--- src/rtl/ws2812_pkg.sv ---
// rtl/ws2812_pkg.sv - shared constants and state type for the WS2812 serializer
package ws2812_pkg;

    localparam int BITS_PER_LED = 24;

    // 50 MHz defaults
    localparam int DEF_T0H_CYC  = 18;
    localparam int DEF_T1H_CYC  = 35;
    localparam int DEF_TBIT_CYC = 63;
    localparam int DEF_TRST_CYC = 2600;

    typedef enum logic [1:0] {
        IDLE,
        SEND,
        LATCH
    } state_e;

    function automatic int max_int(input int a, input int b);
        return (a > b) ? a : b;
    endfunction

endpackage

--- src/rtl/ws2812_serializer_if.sv ---
// rtl/ws2812_serializer_if.sv - frame request and strip output bundle
import ws2812_pkg::*;

interface ws2812_serializer_if #(
    parameter int NUM_LEDS = 5
);
    logic [BITS_PER_LED*NUM_LEDS-1:0] grb_data;
    logic                             start;
    logic                             busy;
    logic                             done;
    logic                             dout;

    modport master (output grb_data, start, input busy, done, dout);
    modport slave  (input grb_data, start, output busy, done, dout);
endinterface

--- src/rtl/ws2812_bit_timer.sv ---
// rtl/ws2812_bit_timer.sv - one NRZ bit period: registered high pulse plus end strobe
module ws2812_bit_timer #(
    parameter int T0H_CYC  = 18,
    parameter int T1H_CYC  = 35,
    parameter int TBIT_CYC = 63
) (
    input  logic clk,
    input  logic reset,
    input  logic go_i,
    input  logic bit_i,
    output logic high_o,
    output logic bit_end_o
);
    localparam int CNT_W = (TBIT_CYC > 1) ? $clog2(TBIT_CYC) : 1;

    logic [CNT_W-1:0] cnt_q, cnt_d;
    logic             bit_q, bit_d;
    logic             act_q, act_d;
    logic             high_q, high_d;

    always_ff @(posedge clk) begin
        if (reset) begin
            cnt_q  <= '0;
            bit_q  <= 1'b0;
            act_q  <= 1'b0;
            high_q <= 1'b0;
        end else begin
            cnt_q  <= cnt_d;
            bit_q  <= bit_d;
            act_q  <= act_d;
            high_q <= high_d;
        end
    end

    assign bit_end_o = act_q && (cnt_q == CNT_W'(TBIT_CYC - 1));

    // high_d is derived from next-state values so the pin flop lines up with the counter
    always_comb begin
        cnt_d = cnt_q;
        bit_d = bit_q;
        act_d = act_q;
        if (go_i) begin
            cnt_d = '0;
            bit_d = bit_i;
            act_d = 1'b1;
        end else if (act_q) begin
            if (bit_end_o) begin
                act_d = 1'b0;
            end else begin
                cnt_d = cnt_q + 1'b1;
            end
        end
        high_d = act_d && (cnt_d < (bit_d ? CNT_W'(T1H_CYC) : CNT_W'(T0H_CYC)));
    end

    assign high_o = high_q;

endmodule

--- src/rtl/ws2812_serializer.sv ---
// rtl/ws2812_serializer.sv - GRB frame to WS2812 single-wire NRZ waveform with latch gap
import ws2812_pkg::*;

module ws2812_serializer #(
    parameter int NUM_LEDS = 5,
    parameter int T0H_CYC  = DEF_T0H_CYC,
    parameter int T1H_CYC  = DEF_T1H_CYC,
    parameter int TBIT_CYC = DEF_TBIT_CYC,
    parameter int TRST_CYC = DEF_TRST_CYC
) (
    input  logic                 clk,
    input  logic                 reset,
    ws2812_serializer_if.slave   bus
);
    localparam int FRAME_W = BITS_PER_LED * NUM_LEDS;
    localparam int BIT_W   = $clog2(FRAME_W);
    localparam int CYC_W   = $clog2(max_int(TBIT_CYC, TRST_CYC));

    state_e             state_q, state_d;
    logic [FRAME_W-1:0] sr_q, sr_d;
    logic [BIT_W-1:0]   bit_cnt_q, bit_cnt_d;
    logic [CYC_W-1:0]   lat_cnt_q, lat_cnt_d;
    logic               busy_q, busy_d;
    logic               done_q, done_d;
    logic               go;
    logic               bit_val;
    logic               bit_end;
    logic               high;

    ws2812_bit_timer #(
        .T0H_CYC  (T0H_CYC),
        .T1H_CYC  (T1H_CYC),
        .TBIT_CYC (TBIT_CYC)
    ) u_bit_timer (
        .clk       (clk),
        .reset     (reset),
        .go_i      (go),
        .bit_i     (bit_val),
        .high_o    (high),
        .bit_end_o (bit_end)
    );

    always_ff @(posedge clk) begin
        if (reset) begin
            state_q   <= IDLE;
            sr_q      <= '0;
            bit_cnt_q <= '0;
            lat_cnt_q <= '0;
            busy_q    <= 1'b0;
            done_q    <= 1'b0;
        end else begin
            state_q   <= state_d;
            sr_q      <= sr_d;
            bit_cnt_q <= bit_cnt_d;
            lat_cnt_q <= lat_cnt_d;
            busy_q    <= busy_d;
            done_q    <= done_d;
        end
    end

    // The bit handed to the timer is always the MSB of the next shift-register value
    assign bit_val = sr_d[FRAME_W-1];

    always_comb begin
        state_d   = state_q;
        sr_d      = sr_q;
        bit_cnt_d = bit_cnt_q;
        lat_cnt_d = lat_cnt_q;
        done_d    = 1'b0;
        go        = 1'b0;
        case (state_q)
            IDLE: begin
                if (bus.start) begin
                    sr_d      = bus.grb_data;
                    bit_cnt_d = '0;
                    go        = 1'b1;
                    state_d   = SEND;
                end
            end
            SEND: begin
                if (bit_end) begin
                    sr_d = sr_q << 1;
                    if (bit_cnt_q == BIT_W'(FRAME_W - 1)) begin
                        lat_cnt_d = '0;
                        state_d   = LATCH;
                    end else begin
                        bit_cnt_d = bit_cnt_q + 1'b1;
                        go        = 1'b1;
                    end
                end
            end
            LATCH: begin
                if (lat_cnt_q == CYC_W'(TRST_CYC - 1)) begin
                    done_d  = 1'b1;
                    state_d = IDLE;
                end else begin
                    lat_cnt_d = lat_cnt_q + 1'b1;
                end
            end
            default: state_d = IDLE;
        endcase
        busy_d = (state_d != IDLE);
    end

    assign bus.busy = busy_q;
    assign bus.done = done_q;
    assign bus.dout = high;

endmodule
--- src/flat_wrapper.sv ---
// flat-port wrapper written by rule: the top's interface ports become plain ports
module ws2812_serializer_flat 
#(
    parameter int NUM_LEDS = 5,
    parameter int T0H_CYC  = DEF_T0H_CYC,
    parameter int T1H_CYC  = DEF_T1H_CYC,
    parameter int TBIT_CYC = DEF_TBIT_CYC,
    parameter int TRST_CYC = DEF_TRST_CYC
)
  (clk, reset, bus_grb_data, bus_start, bus_busy, bus_done, bus_dout);
  ws2812_serializer_if #(.NUM_LEDS(NUM_LEDS)) bus_i ();
  input  logic clk;
  input  logic reset;
  input wire logic [$bits(bus_i.grb_data)-1:0] bus_grb_data;
  input wire logic [$bits(bus_i.start)-1:0] bus_start;
  output wire logic [$bits(bus_i.busy)-1:0] bus_busy;
  output wire logic [$bits(bus_i.done)-1:0] bus_done;
  output wire logic [$bits(bus_i.dout)-1:0] bus_dout;
  assign bus_i.grb_data = bus_grb_data;
  assign bus_i.start = bus_start;
  assign bus_busy = bus_i.busy;
  assign bus_done = bus_i.done;
  assign bus_dout = bus_i.dout;
  ws2812_serializer #(.NUM_LEDS(NUM_LEDS), .T0H_CYC(T0H_CYC), .T1H_CYC(T1H_CYC), .TBIT_CYC(TBIT_CYC), .TRST_CYC(TRST_CYC)) u_core (.clk(clk), .reset(reset), .bus(bus_i));
endmodule
--- config.mk ---
export PLATFORM = sky130hd
export DESIGN_NAME = ws2812_serializer_flat
export DESIGN_NICKNAME = d
export VERILOG_FILES = /design/src/rtl/ws2812_pkg.sv /design/src/rtl/ws2812_serializer_if.sv /design/src/rtl/ws2812_bit_timer.sv /design/src/rtl/ws2812_serializer.sv /design/src/flat_wrapper.sv
export SDC_FILE = /design/constraint.sdc
export NUM_CORES = 1
export LEC_CHECK = 0
export CAP_MARGIN = 5
export CORE_MARGIN = 10
export CORE_UTILIZATION = 41
export DETAILED_ROUTE_END_ITERATION = 10
export DONT_BUFFER_PORTS = 1
export GPL_TIMING_DRIVEN = 0
export PLACE_DENSITY = 0.55
export SLEW_MARGIN = 10
export SYNTH_ARGS = -nofsm -noshare
export SYNTH_HDL_FRONTEND = slang
export SYNTH_SLANG_ARGS = --single-unit
--- constraint.sdc ---
create_clock -name clk -period 3.5 [get_ports clk]
set_clock_uncertainty 0.1 [all_clocks]
set_input_delay 0.35 -clock clk [delete_from_list [all_inputs] [get_ports clk]]
set_output_delay 0.35 -clock clk [all_outputs]
set_load 0.05 [all_outputs]
After elaboration in Yosys (flattened, before gate mapping):

Cells that the tools add are included.

* flip-flop bits (word level): 152
* input bits: 123

* add/sub/neg operators: 3
* magnitude comparators: 1
* equality and inequality tests: 10
* mux-type cells: 29
* bitwise logic cells: 1
* reduce and logical (&&, ||, !) cells: 10

Operator list (number)
* $mux 120: 2
* $pmux 120 s2: 1
* $mux 12: 3
* $mux 6: 4
* $pmux 12 s2: 1
* $mux 7: 3
* $pmux 7 s2: 1
* $add 12x1->12 const B: 1
* $eq 12x12->1 const B: 1
* $mux 1: 8
* $mux 2: 4
* $reduce_and 4->1: 2
* $add 7x1->7 const B: 1
* $eq 7x7->1 const B: 1
* $add 6x1->6 const B: 1
* $eq 6x6->1 const B: 1
* $lt 6x6->1: 1
* $ne 2x2->1 const B: 3
* $pmux 2 s3: 1
* $reduce_bool 2->1: 3
* $ne 2x1->1 const B: 2
* $reduce_and 3->1: 1
* $eq 2x1->1 const B: 1
* $eq 2x2->1 const B: 1
* 5 further kinds: 6

Logic depth before layout (Yosys ltp):

Gate-level depths: netlist (run 1).

* depth after elaboration: 8
* gate-level depth with buffers: 14
* depth with buffers taken out: 13

Cells and area by module:

From an unflattened synthesis (run 1), not the netlist that was laid out.

* cells, all modules: 724
* area total of the unflattened synthesis: 6313.6 um^2

Modules (own cells, without submodules)
* ws2812_serializer: instances 1, cells each 662, area an instance 5766.8 um^2
* ws2812_bit_timer: instances 1, cells each 62, area an instance 546.8 um^2

Least setup slack after synthesis (run 1):

No wires, ideal clock.

* path type: reg2reg
* start point: register u_core.bit_cnt_q[0]
* end point: register u_core.u_bit_timer.high_q, in the netlist u_core.u_bit_timer.high_o
* data arrival time: 2.440 ns
* data required time: 3.330 ns
* slack: 0.890 ns
* stages on the path, launching flop included: 13
* path buffers: 0
* clock period less this slack: 2.610 ns
* cell sequence: dfxtp_1 -> ha_1 -> nand2_1 -> or4b_4 -> nand2_1 -> nand2_1 -> o221a_2 -> ha_1 -> o21ai_0 -> nand2b_1 -> a31oi_1 -> o21ai_0 -> a21oi_1

* word-level cells in the longest chain between the ends: 8

RTL lines
* from (decl): RTL line ws2812_serializer.sv:21 `logic [BIT_W-1:0] bit_cnt_q, bit_cnt_d;`
* from (signal assigned): RTL line ws2812_serializer.sv:54 `bit_cnt_q <= bit_cnt_d;`
* $eq 7x7->1: RTL line ws2812_serializer.sv:83 `if (bit_cnt_q == BIT_W'(FRAME_W - 1)) begin`
* $mux 1: RTL line ws2812_serializer.sv:83
* $mux 1: RTL line ws2812_serializer.sv:81 `if (bit_end) begin`
* $pmux 1 s2: RTL line ws2812_serializer.sv:71 `case (state_q)`
* $mux 1: RTL line ws2812_bit_timer.sv:42 `if (go_i) begin`
* via u_core.u_bit_timer.bit_d: RTL line ws2812_bit_timer.sv:17 `logic bit_q, bit_d;`
* $mux 6: RTL line ws2812_bit_timer.sv:53 `high_d = act_d && (cnt_d < (bit_d ? CNT_W'(T1H_CYC) : CNT_W'(T0H_CYC)));`
* $lt 6x6->1: RTL line ws2812_bit_timer.sv:53
* $logic_and 1x1->1: RTL line ws2812_bit_timer.sv:53
* to (signal assigned): RTL line ws2812_bit_timer.sv:31 `high_q <= high_d;`
* to (decl): RTL line ws2812_bit_timer.sv:19 `logic high_q, high_d;`

The timed path passes the listed nets, and every way through them passes these cells.
A chain may end at the register's enable or synchronous reset.

Worst setup path after layout (run 1):

* start point: register u_core.u_bit_timer.cnt_q[0]
* end point: register u_core.u_bit_timer.high_q, in the netlist u_core.u_bit_timer.high_o

* word-level cells in the longest chain between the ends: 8

RTL lines
* from (decl): RTL line ws2812_bit_timer.sv:16 `logic [CNT_W-1:0] cnt_q, cnt_d;`
* from (signal assigned): RTL line ws2812_bit_timer.sv:28 `cnt_q <= cnt_d;`
* parallel branches: the longest is 7 deep, another holds $add 6x1->6
* $logic_and 1x1->1 (*): RTL line ws2812_bit_timer.sv:53

Mark *: on every way between the ends. The select of a mux whose other input is x is not followed.

==> flow_metrics.py, run 1 <==
metrics = {
    "status": {
        "outcome": "completed",
    },
    "global_route": {
        "antenna_found_initial": 0,
        "grt_overflow": 0,
        "grt_usage_pct": 16.1,
        "grt_pass1_vias": 5162,
        "grt_max_degree": 17,
        "grt_pass1_wl_mm": 26.3,
    },
    "floorplan": {
        "die_h_um": 143,
        "start_util_pct": 42.2,
        "rows": 44,
        "core_mm2": 0.0147,
        "dieArea_mm2": 0.0204,
        "fp.dieW_um": 143,
        "io_pins": 126,
    },
    "critical_path": {
        "worstPathCellList": "inv_1, ha_1, nand3_2, nor3_4, buf_2, nand3b_1, nand2_1, o221ai_1, ha_1, a21oi_1, nand3_1, a31oi_1, o21ai_0, a21oi_1",
        "cp.depth": 14,
        "ff2ff_path_depth": 14,
        "start_kind": "flop",
        "r2r_end": "u_core.u_bit_timer.high_o",
        "critPathMaxStageDelay_ns": 0.38,
        "critical_path_required_ns": 3.73,
        "cp_max_fo": 10,
        "path_buf_inv": 2,
        "reg2reg_slack_ns": 0.42,
        "reg2reg_from": "u_core.u_bit_timer.cnt_q[0]",
        "critPathCaptureType": "flop",
        "path_class": "flop to flop",
        "critPathTopFamily": "simple AND/OR/NAND/NOR gates",
        "cpMaxStageDelayCell": "dfxtp_1",
        "cp.arrival_ns": 3.32,
    },
    "cts": {
        "cts_tree": "yes",
        "clk_pin_slew_ns": 0.06,
        "cts.htree.levels": 4,
        "cts_setup_buffers": 0,
        "clock-sinks": 151,
        "clkLatencyLatePin_ns": 0.42,
        "cts_root_buf": "clkbuf_16",
        "clockBufferDepth": 2,
        "numCtsBuffers": 17,
    },
    "sta": {
        "final.min_clock_period_ns": 3.08,
        "worstMarginPinSlew_ns": 0.633,
        "rsz0062_at_grt": "no",
        "period_share_pct": 88.1,
        "setup_viol": 0,
        "timing.max_slew.rel_slack_pct": 57.7,
        "setup_tns_ns": 0,
        "report.final.slew_viol_count": 0,
        "holdWs_ns": 0.0330,
        "fmaxAchievable_ghz": 0.324,
        "final_hold_viol_count": 0,
    },
    "worst_hold_path": {
        "min-delay-start": "bus_grb_data[13]",
        "hold_path_depth": 2,
        "hp-class": "primary input to flop",
        "min_to": "u_core.sr_q[13]",
    },
    "route": {
        "drtAntennaViolNets": 0,
        "routedWlPerCell_um": 17.6,
        "vias_per_cell": 5.71,
        "vias": 5422,
        "drt-total-wl_mm": 16.7,
        "drcViolationCount": 0,
        "drtIter0Drc": 363,
        "drt_first_pass_iters": 5,
    },
    "place": {
        "place_congestion": 0.813,
        "dp_hpwl_mm": 12.3,
        "port_buffers": 0,
    },
    "pwr": {
        "power_per_cell_area_mw_per_mm2": 589,
        "ir_drop_uv": 318,
        "leakage_nw": 2.44,
    },
    "finish": {
        "drive_above_1_share_pct": 9.15,
        "fin_util_pct": 48.4,
        "nets": 881,
        "diodes": 0,
        "area_delta_synth_final_pct": 14.7,
    },
    "synth": {
        "synth-edff-count": 0,
        "synth_area_leaders": "dfxtp_1, a22oi_1, a21oi_1",
        "yosysSeqAreaShare_pct": 48.8,
        "synth_ff_type": "dfxtp_1",
        "avgSynthCellArea_um2": 8.47,
        "synth_warnings": 0,
        "syn_nets": 861,
        "synth_top_area_share_pct": 48.8,
        "ys_types": 42,
        "async_reset_ff_share_pct": 0,
        "synth_top_cell_by_area": "dfxtp_1",
        "netlist_area_mm2": 0.00620,
        "synthCells": 732,
        "ys_ff_latch": 151,
    },
    "run": {
        "maxCapViolations": 0,
    },
}
==> state kept, by name, summed over array words and instances (netlist names) <==
signal,flops
u_core.u_bit_timer.act_q,1
u_core.bus.busy,1
u_core.lat_cnt_q,12
u_core.state_q,2
u_core.bit_cnt_q,7
u_core.bus.done,1
u_core.u_bit_timer.bit_q,1
u_core.sr_q,119
u_core.u_bit_timer.high_o,1
u_core.u_bit_timer.cnt_q,6
==> synth_stat cells (3+ instances only) <==
cell type / number
nor2_1: 33
ha_1: 6
a21oi_1: 135
and3_1: 4
nor3_1: 7
nand2b_1: 3
dfxtp_1: 151
nand3_1: 13
or3_1: 3
xor2_1: 8
nand4_1: 5
nand2_1: 142
clkbuf_1: 29
buf_2: 27
xnor2_1: 7
o21ai_0: 8
a22oi_1: 118
==> per-stage QoR <==
| stage | instances | cell area (µm²) | power (W) | worst slack (ns) |
|---|---|---|---|---|
| CTS | 949 | 7100 | 0.00423 | 0.297 |
| finish | 949 | 7110 | 0.00419 | 0.418 |
| global route | 949 | 7110 | 0.00436 | 0.0466 |
| detailed placement | 916 | 6430 | 0.00219 | 0.329 |
| global placement | 916 | 6430 | 0.00217 | 0.393 |
| floorplan | 732 | 6200 | 0.00211 | 0.890 |
==> what timing repair did <==
action,in CTS,in global routing
hold buffers,1,0
hold endpoints to repair,1,0
gates resized for setup,0,1
setup endpoints to repair,0,1
==> logic make-up (layout without fill, tap and decap cells) <==
| group | after synthesis | count (layout) | share of synthesized area [%] |
|---|---|---|---|
| simple gates | 227 | 227 | 16.3 |
| fa+ha+maj | 6 | 6 | 1.21 |
| compound gates | 273 | 273 | 27.4 |
| xor+xnor | 15 | 15 | 2.12 |
| buf+inv | 60 | 93 | 4.18 |
| flops | 151 | 151 | 48.8 |
==> report_power, final <==
part / total (W) / switching (W) / leakage (nW) / internal (W)
combinational: 0.000287 / 0.000177 / 0.892 / 0.000111
sequential: 0.00186 / 0.0000552 / 1.24 / 0.00181
clock: 0.00204 / 0.000714 / 0.312 / 0.00132
total: 0.00419 / 0.000946 / 2.44 / 0.00324
==> metal layers <==
layer	share of wire, %	vias to the layer above	track usage [%]
met5	0	-	0
met4	1.2	0	5.27
met3	11	18	8.46
met2	46	138	24.9
met1	42	2579	18.9
li1	-	2687	-
==> worst max-delay path by stage <==
stage,start,endpoint,slack (ns)
5_1_grt,u_core.u_bit_timer.cnt_q[0],u_core.u_bit_timer.high_o,0.05
2_1_floorplan,u_core.bit_cnt_q[0],u_core.u_bit_timer.high_o,0.89
3_5_place_dp,u_core.u_bit_timer.cnt_q[0],u_core.u_bit_timer.high_o,0.33
6_report,u_core.u_bit_timer.cnt_q[0],u_core.u_bit_timer.high_o,0.42
3_3_place_gp,u_core.u_bit_timer.cnt_q[0],u_core.u_bit_timer.high_o,0.39
4_1_cts,u_core.u_bit_timer.cnt_q[0],u_core.u_bit_timer.high_o,0.30
==> placed cells by master (no fill, tap or decap), types with 3 or more instances in the layout <==
cell,count
nand2_1,142
or3_1,3
a21oi_1,135
nor3_1,7
a22oi_1,118
xor2_1,8
nand2b_1,3
xnor2_1,7
nand3_1,13
clkbuf_8,3
buf_2,27
clkbuf_1,30
o21ai_0,8
and3_1,4
nor2_1,33
dfxtp_1,151
clkbuf_16,17
ha_1,6
nand4_1,5
bufinv_16,5
clkinvlp_4,4
==> layout make-up <==
| type | instances | area [µm²] |
|---|---|---|
| Fill cell | 1399 | 7590 |
| Sequential cell | 151 | 3020 |
| Multi-Input combinational cell | 521 | 2920 |
| Clock buffer | 21 | 470 |
| Buffer | 58 | 251 |
| Tap cell | 184 | 230 |
| Clock inverter | 11 | 194 |
| Timing Repair Buffer | 1 | 10.0 |
| Inverter | 2 | 7.51 |
Note: power is estimated with default switching activity, not from simulation.
==> run 2, diff against run 1 <==
Settings changed: SLEW_MARGIN 10 to unset.
==> results of run 2 <==
No change in the layout: final DEF, timing and power equal those of run 1.
==> run 3, diff against run 2 <==
Settings changed: PLACE_DENSITY 0.55 to 0.57.
Clock period 3.5 ns to 2.5 ns, I/O delays scaled along.
==> flow_metrics.py, run 3 (same netlist as run 1, synthesis figures left out) <==
metrics = {
    "sta": {
        "rsz0062_at_grt": "yes",
        "report.final.slew_viol_count": 0,
        "worstMarginPinSlew_ns": 0.690,
        "timing.final.ws_setup_ns": -0.0764,
        "final_hold_viol_count": 0,
        "fmaxAchievable_ghz": 0.388,
        "final.min_clock_period_ns": 2.58,
        "timing.max_slew.rel_slack_pct": 54.0,
        "period_share_pct": 103,
        "setup_viol": 1,
    },
    "cts": {
        "cts_root_buf": "clkbuf_16",
        "clk_pin_slew_ns": 0.06,
        "numCtsBuffers": 17,
        "clockBufferDepth": 2,
        "cts_tree": "yes",
        "clkLatencyLatePin_ns": 0.42,
        "cts.htree.levels": 4,
        "clock-sinks": 151,
    },
    "pwr": {
        "switching_share_pct": 24.0,
        "combinationalPowerShare_pct": 10.5,
        "leakage_nw": 3.02,
        "power_per_cell_area_mw_per_mm2": 663,
        "p_sw_w": 0.00135,
        "ir_drop_uv": 489,
        "p_int_w": 0.00428,
        "power_w": 0.00564,
        "seqPwrFrac_pct": 46.3,
        "power_frac_clock_pct": 43.3,
    },
    "finish": {
        "final_area_mm2": 0.00850,
        "fillers": 1267,
        "multi_input_area_mm2": 0.00305,
        "regArea_mm2": 0.00304,
        "largest-register": "u_core.sr_q",
        "final_cell_mix": "dfxtp_1, nand2_1, a21oi_1",
        "largestRegisters": "u_core.sr_q x119, u_core.lat_cnt_q x12, u_core.bit_cnt_q x7",
        "drive_above_1_share_pct": 11.4,
        "largest_reg_flops": 119,
        "nets": 1018,
        "area_delta_synth_final_pct": 37.1,
        "final_common_cell": "dfxtp_1",
    },
    "floorplan": {
        "dieArea_mm2": 0.0204,
        "core_mm2": 0.0147,
        "die_h_um": 143,
        "rows": 44,
        "start_util_pct": 42.2,
        "io_pins": 126,
        "fp.dieW_um": 143,
    },
    "global_route": {
        "grt_overflow": 0,
        "antenna_found_initial": 2,
        "grt_max_degree": 17,
        "grt_usage_pct": 17.8,
        "grt_pass1_vias": 5978,
        "grt_pass1_wl_mm": 29.7,
    },
    "critical_path": {
        "cpMaxStageDelayCell": "or4b_4",
        "cp.arrival_ns": 2.83,
        "ff2ff_path_depth": 12,
        "path_class": "flop to flop",
        "critical_path_required_ns": 2.75,
        "start_kind": "flop",
        "worstPathCellList": "ha_4, nand2_4, or4b_4, nand2_4, nand2_4, o221ai_2, ha_1, a21oi_2, nand3_1, a31oi_1, o21ai_1, a21oi_2",
        "critPathCaptureType": "flop",
        "critPathMaxStageDelay_ns": 0.52,
        "reg2reg_slack_ns": -0.08,
        "cpMostUsedCell": "nand2_4",
        "cp_max_fo": 5,
        "cp.depth": 12,
        "path_buf_inv": 0,
        "critPathTopFamily": "simple AND/OR/NAND/NOR gates",
        "cp-startpoint": "u_core.bit_cnt_q[0]",
        "reg2reg_from": "u_core.bit_cnt_q[0]",
    },
    "route": {
        "routedWlPerCell_um": 16.5,
        "drt_first_pass_iters": 5,
        "drt-total-wl_mm": 17.9,
        "drtIter0Drc": 418,
        "drtAntennaViolNets": 0,
        "drcViolationCount": 0,
        "vias_per_cell": 5.57,
        "vias": 6044,
    },
    "place": {
        "dp_hpwl_mm": 12.2,
        "placed_area_mm2": 0.00647,
        "place_congestion": 0.804,
        "port_buffers": 0,
    },
    "worst_hold_path": {
        "min-delay-start": "bus_start",
        "hold_path_depth": 3,
        "hp-class": "primary input to flop",
    },
    "status": {
        "outcome": "finished with violations",
        "failed_checks": "setup timing",
    },
    "run": {
        "maxCapViolations": 0,
    },
}
==> run 3: changes by cell type in the layout (fill, tap and decap cells not counted), sizes merged <==
cell	previous run	this run
clkinvlp	4	1
clkbuf	50	54
bufinv	5	1
buf	29	44
dlygate4sd3	1	121
clkinv	1	4
diode	0	2
==> run 3: worst paths after layout <==
| check | endpoint |
|---|---|
| worst min register to register | u_core.sr_q[57] |
| worst max register to register | u_core.u_bit_timer.high_o |
| worst max-delay path | u_core.u_bit_timer.high_o |
| worst min-delay path | u_core.bit_cnt_q[1] |
==> run 3: area by class of cell <==
cell class / instances / area share [%]
plain buffers: 58 / 3.18
multi-input cells: 521 / 35.9
clock buffers: 23 / 5.74
repair buffers: 138 / 15.8
diodes: 2 / 0.0589
well taps: 184 / 2.71
inverters: 2 / 0.0883
clock inverters: 7 / 0.824
flip-flops and latches: 151 / 35.7
==> run 3: worst min-delay path, stage by stage <==
cell and delay, ns:
nand2_1 0.19, nand3_1 0.16, a21oi_1 0.06
==> run 3: per-layer routing <==
layer	share of wire (%)	vias up	global-route usage (%)
met5	0	-	0
met4	1.9	0	7.33
met3	7.1	30	5.80
met2	46	210	27.1
met1	45	2854	22.6
li1	-	2950	-
==> run 3: power groups by stage <==
stage,Combinational [W],Sequential (W),Clock [W]
after detailed placement,0.000405,0.00266,0
after global routing,0.000658,0.00262,0.00259
after global placement,0.000389,0.00266,0
after floorplan,0.000319,0.00264,0
final,0.000589,0.00261,0.00244
after CTS,0.000583,0.00261,0.00249
==> run 3: what timing repair did <==
| item | in CTS | in global routing |
|---|---|---|
| endpoints found under the setup margin | 1 | 7 |
| resized for setup | 21 | 10 |
| pin swaps | 16 | 7 |
| endpoints found under the hold margin | 121 | 0 |
| setup buffers | 17 | 0 |
| cloned | 0 | 0 |
| hold buffers | 121 | 0 |
==> run 3: through the flow <==
step                      setup TNS (ns)  hold WS, ns  std cells  util, %  worst slack [ns]
final                            -0.0764        0.177       1086     57.8           -0.0764
after global routing              -0.214        0.219       1086     57.8            -0.214
after CTS                        -0.0435        0.153       1084     57.6           -0.0435
after detailed placement          -0.478        0.305        916     44.0            -0.478
after global placement            -0.456        0.298        916     44.0            -0.456
after floorplan                        0        0.286        732        -           0.00506
